<file path="src/rtl/hour_units_ctrl.sv">
// Hours stage of the 12-hour clock: units-of-hours BCD digit, AM/PM flag,
// and the load/up/enable controls of the 1-bit tens-of-hours counter.
// Advances come from the minutes carry in run mode, or from a synchronized
// push button with auto-repeat in set mode.
module hour_units_ctrl #(
    parameter int unsigned REPEAT_DELAY  = 16,
    parameter int unsigned REPEAT_PERIOD = 4
) (
    input  logic       Clk,
    input  logic       Clr,
    input  logic       Enable,
    input  logic       Carry_In,
    input  logic       Set_Mode,
    input  logic       Set_Inc,
    input  logic       TENS,
    output logic [3:0] UNITS,
    output logic       PM,
    output logic       TENS_EN,
    output logic       TENS_LD,
    output logic       TENS_IN,
    output logic       TENS_UP
);

    localparam int unsigned CNT_MAX = (REPEAT_DELAY > REPEAT_PERIOD) ? REPEAT_DELAY : REPEAT_PERIOD;
    localparam int unsigned CNT_W   = $clog2(CNT_MAX + 1);

    typedef enum logic {
        ST_INIT = 1'b0,
        ST_RUN  = 1'b1
    } state_e;

    state_e           state_q, state_d;
    logic [3:0]       units_q, units_d;
    logic             pm_q, pm_d;
    logic [1:0]       sync_q, sync_d;
    logic             prev_q, prev_d;
    logic [CNT_W-1:0] cnt_q, cnt_d;
    logic             rep_q, rep_d;

    logic             btn_level_c;
    logic             edge_c;
    logic             rep_pulse_c;
    logic [CNT_W-1:0] target_c;
    logic             req_c;
    logic             adv_c;

    // State registers, all cleared by the shared asynchronous clear.
    always_ff @(posedge Clk or negedge Clr) begin
        if (!Clr) begin
            state_q <= ST_INIT;
            units_q <= 4'd2;
            pm_q    <= 1'b0;
            sync_q  <= 2'b00;
            prev_q  <= 1'b0;
            cnt_q   <= '0;
            rep_q   <= 1'b0;
        end else begin
            state_q <= state_d;
            units_q <= units_d;
            pm_q    <= pm_d;
            sync_q  <= sync_d;
            prev_q  <= prev_d;
            cnt_q   <= cnt_d;
            rep_q   <= rep_d;
        end
    end

    // Button path: 2-FF synchronizer, rising-edge detect, auto-repeat counter.
    // cnt_q == 0 means idle; otherwise it counts cycles since the last pulse
    // and fires when it reaches the delay (first repeat) or the period.
    always_comb begin
        sync_d      = {sync_q[0], Set_Inc};
        prev_d      = sync_q[1];
        btn_level_c = sync_q[1];
        edge_c      = btn_level_c & ~prev_q;
        target_c    = rep_q ? CNT_W'(REPEAT_PERIOD) : CNT_W'(REPEAT_DELAY);
        rep_pulse_c = Set_Mode & btn_level_c & (cnt_q != '0) & (cnt_q == target_c);
        cnt_d       = cnt_q;
        rep_d       = rep_q;
        if (!Set_Mode || !btn_level_c) begin
            cnt_d = '0;
            rep_d = 1'b0;
        end else if (edge_c) begin
            cnt_d = CNT_W'(1);
            rep_d = 1'b0;
        end else if (rep_pulse_c) begin
            cnt_d = CNT_W'(1);
            rep_d = 1'b1;
        end else if (cnt_q != '0) begin
            cnt_d = cnt_q + CNT_W'(1);
        end
    end

    // Advance request selection; coincident edge and repeat pulses merge into one.
    always_comb begin
        req_c = Set_Mode ? (edge_c | rep_pulse_c) : Carry_In;
        adv_c = (state_q == ST_RUN) & Enable & req_c;
    end

    // Next-state, digit stepping and tens-counter strobes.
    always_comb begin
        state_d = state_q;
        units_d = units_q;
        pm_d    = pm_q;
        TENS_EN = 1'b0;
        TENS_LD = 1'b0;
        TENS_IN = 1'b0;
        TENS_UP = 1'b0;
        case (state_q)
            ST_INIT: begin
                state_d = ST_RUN;
                units_d = 4'd2;
                pm_d    = 1'b0;
                // Held-off while Clr is low so the strobes read 0 during reset.
                if (Enable && Clr) begin
                    TENS_EN = 1'b1;
                    TENS_LD = 1'b1;
                    TENS_IN = 1'b1;
                end
            end
            ST_RUN: begin
                if (adv_c) begin
                    if (!TENS && units_q == 4'd9) begin
                        units_d = 4'd0;
                        TENS_EN = 1'b1;
                        TENS_UP = 1'b1;
                    end else if (TENS && units_q == 4'd1) begin
                        units_d = 4'd2;
                        pm_d    = ~pm_q;
                    end else if (TENS && units_q == 4'd2) begin
                        units_d = 4'd1;
                        TENS_EN = 1'b1;
                        TENS_LD = 1'b1;
                    end else if ((!TENS && units_q >= 4'd1 && units_q <= 4'd8) ||
                                 (TENS && units_q == 4'd0)) begin
                        units_d = units_q + 4'd1;
                    end else begin
                        // Illegal digit pair: recover to 01, AM/PM kept.
                        units_d = 4'd1;
                        TENS_EN = 1'b1;
                        TENS_LD = 1'b1;
                    end
                end
            end
            default: state_d = ST_INIT;
        endcase
    end

    assign UNITS = units_q;
    assign PM    = pm_q;

endmodule

</file>
<file path="config.mk">
export PLATFORM = sky130hd
export DESIGN_NAME = hour_units_ctrl
export DESIGN_NICKNAME = d
export VERILOG_FILES = /design/src/rtl/hour_units_ctrl.sv
export SDC_FILE = /design/constraint.sdc
export NUM_CORES = 1
export LEC_CHECK = 0
export BUFFER_PORTS_ARGS = -buffer_cell sky130_fd_sc_hd__buf_2
export CAP_MARGIN = 25
export CORE_UTILIZATION = 49
export CTS_CLUSTER_DIAMETER = 60
export DETAILED_ROUTE_END_ITERATION = 10
export PLACE_DENSITY = 0.74
export SYNTH_ARGS = -nofsm -noshare
export SYNTH_HDL_FRONTEND = slang
export SYNTH_SLANG_ARGS = --single-unit
</file>
<file path="constraint.sdc">
create_clock -name Clk -period 1.9 [get_ports Clk]
set_input_delay 0.095 -clock Clk [delete_from_list [all_inputs] [get_ports Clk]]
set_output_delay 0.095 -clock Clk [all_outputs]
set_load 0.01 [all_outputs]
</file>
==> results.yml <==
run_status:
  status: "finished with violations"
  violations: "negative setup slack"
clocking:
  clk_pin_slew_ns: 0.10
  cts_root_buffer: "clkbuf_4"
  h-tree-depth: 1
  worstSkewPairLatency_ns: 0.29
  cts_buffers: 3
  clockBufferDepth: 2
  clock-sinks: 15
  cts_tree: "built"
logic_synthesis:
  syn_area_per_cell_um2: 9.27
  synthCells: 102
  synthesis.nets: 115
  synth_top_area_cell: "dfrtp_1"
  synth_cell_types: 39
  synth.area.top_cells: "dfrtp_1 (37%), ha_1 (7.9%), nand2b_1 (4.6%), nand3_1 (3.2%), dfstp_2 (2.8%)"
  synth-seq-cells: 15
  netlist_area_um2: 946
  yosysTopAreaCellShare_pct: 37.0
  synthesis.yosys.warnings: 0
  ys_seq_area_share_pct: 39.8
timing:
  hold_viol: 0
  rsz0062_at_grt: "yes"
  final_max_slew_viol_count: 0
  fin_skew_ns: 0.00250
  min_period_over_period_pct: 109
  min_period_ns: 2.08
  setup_viol: 4
  fin_ws_ns: -0.180
  fmax_ghz: 0.481
detailed_routing:
  ant_nets: 0
  viasPerCell: 5.60
  dr_total_vias: 913
  wl_per_cell_um: 15.1
  remaining_drc_errors: 0
  drt_wl_total_mm: 2.46
  dr.pass1.iters: 4
  drt_iter0_markers: 46
power:
  ir_drop_mv: 0.459
  power.density_nw_per_um2: 521
  p_leak_nw: 0.618
  finalPower_uw: 681
worst_setup_path:
  crit_family: "flip-flops"
  worst-path-buf-inv: 2
  cp.required_ns: 1.80
  cp_slowest_cell: "dfstp_2"
  path_class: "register to output port"
  worstSetupEndpointType: "output port"
  worstPathMaxFanout: 3
  cp_cell_sequence: "buf_4 -> ha_1 -> nand2b_4 -> mux2_4 -> o32a_1 -> a21oi_2 -> o21ai_1 -> buf_2"
  max_stage_delay_ns: 0.40
  cp-start-kind: "register"
  arrival_ns: 1.99
grt:
  grt_pass1_vias: 795
  grt_usage_pct: 23.8
  grt-ovfl-total: 0
  grt_pass1_wl_mm: 3.46
  grt_max_degree: 16
  antenna_found_initial: 0
floorplan:
  rows: 15
  start_util_pct: 53.6
  die_w_um: 45.9
  core_region_area_um2: 1760
  die-area_um2: 2110
  die_y_um: 45.9
  io_pins: 16
layout:
  drive_above_1_share_pct: 39.1
  num_antenna_cells: 0
  final_cells: 163
  final_common_cell: "buf_4"
  nFillCells: 144
  final_cell_mix: "buf_4 (18), buf_2 (15), dfrtp_1 (14), nand2_1 (7), nand3_1 (6)"
  fin_nets: 152
  areaGrowthSynthToFinish_pct: 38.1
placement:
  gp_congestion: 0.840
  dp_hpwl_mm: 1.54
  dp_cells: 149
  port_buffers: 15
hold_path:
  hold_class: "input port to register"
flow_run:
  drv_cap: 0
==> power by group <==
group / internal (mW) / leakage, nW / switching [mW]
Sequential: 0.330 / 0.196 / 0.00675
Combinational: 0.0730 / 0.405 / 0.0768
Clock: 0.0784 / 0.0177 / 0.116
==> state kept, by name (all words and copies together) (netlist names) <==
| name | count |
|---|---|
| cnt_q | 5 |
| UNITS | 4 |
| sync_q | 2 |
| PM | 1 |
| prev_q | 1 |
| rep_q | 1 |
| state_q | 1 |
==> layout make-up <==
class                      count  area [um^2]  share of cell area [%]
multi-input combinational     75          589                    45.1
clock buffer                   3         22.5                    1.72
timing repair buffer          37          253                    19.3
clock inverter                 1         5.00                   0.383
sequential                    15          377                    28.8
tap                           25         31.3                    2.39
inverter                       7         28.8                    2.20
==> metrics by stage <==
stage / instance area [um^2] / hold WS [ns] / utilization [%] / setup TNS [ns] / setup slack [ns]
finish: 1310 / 0.0431 / 74.0 / -0.663 / -0.180
global route: 1310 / 0.0479 / 74.0 / -0.964 / -0.276
CTS: 1230 / 0.0399 / 70.0 / -0.619 / -0.202
detailed placement: 1140 / 0.0656 / 64.4 / -0.00141 / -0.00113
global placement: 1140 / 0.0562 / 64.4 / 0 / 0.0472
floorplan: 966 / -0.201 / - / -0.00493 / -0.00442
==> cell usage after synthesis <==
master     count
or4_1          2
xnor2_1        1
mux2_2         1
o2bb2ai_1      1
nand3b_1       1
inv_1          7
nand2_1        7
o32ai_1        2
a211oi_1       3
or2_2          1
a21boi_1       1
ha_1           6
dfrtp_1       14
a21oi_1        5
o31ai_1        2
a21o_1         1
buf_6          1
o22a_1         1
nand2b_1       7
conb_1         1
nor3_1         2
o32a_1         1
and2_1         1
nand3_1        6
o21ba_1        1
xor2_1         3
clkbuf_1       4
nand4b_1       2
or3b_1         1
dfstp_2        1
nor2b_1        1
a31o_2         1
a31oi_1        1
nor2_1         5
o21a_1         1
o31a_1         1
nand4_1        1
o21ai_0        3
nor4bb_1       1
==> logic make-up after synthesis <==
group	count (synthesis)	synth area share (%)
buffers and inverters	12	5.56
AO/OA/AOI/OAI	25	18.9
flip-flops	15	39.8
multiplexers	1	1.19
AND/OR/NAND/NOR	38	22.5
XOR/XNOR	4	3.70
adder cells (fa/ha/maj)	6	7.94
other	1	0.396
==> final timing paths <==
kind                            from   endpoint  slack [ns]  cells past startpoint
setup / recovery            UNITS[1]    TENS_EN       -0.18                      8
hold / removal              Set_Mode   cnt_q[0]        0.04                      3
setup reg to reg            UNITS[1]   UNITS[2]       -0.14                      8
hold reg to reg            sync_q[0]  sync_q[1]        0.37                      0
max in group asynchronous        Clr   UNITS[1]        1.38                      3
min in group asynchronous        Clr   UNITS[3]        0.27                      3
==> worst register-to-register path: cells and delay by family, from the launching register on <==
| kind | cells | cell delay (ns) |
|---|---|---|
| simple gates | 3 | 0.63 |
| mux | 1 | 0.29 |
| buf+inv | 2 | 0.27 |
| fa+ha+maj | 1 | 0.19 |
| flops | 1 | 0.40 |
| compound gates | 1 | 0.19 |
==> what timing repair did <==
action,CTS,global route
cloned,0,0
pin swaps,6,4
hold endpoints to repair,16,0
gates resized for setup,7,7
endpoints found under the setup margin,5,6
buffers inserted,3,5
hold buffers,2,0
==> routing by layer <==
layer | wire length (um) | global-route usage, % | part of all wire [%]
met5 | 0 | 0 | 0
met4 | 115 | 14.1 | 4.7
met3 | 138 | 2.38 | 5.6
met2 | 1150 | 36.1 | 47
met1 | 1050 | 32.6 | 43
Note: power is estimated with default switching activity, not from simulation.
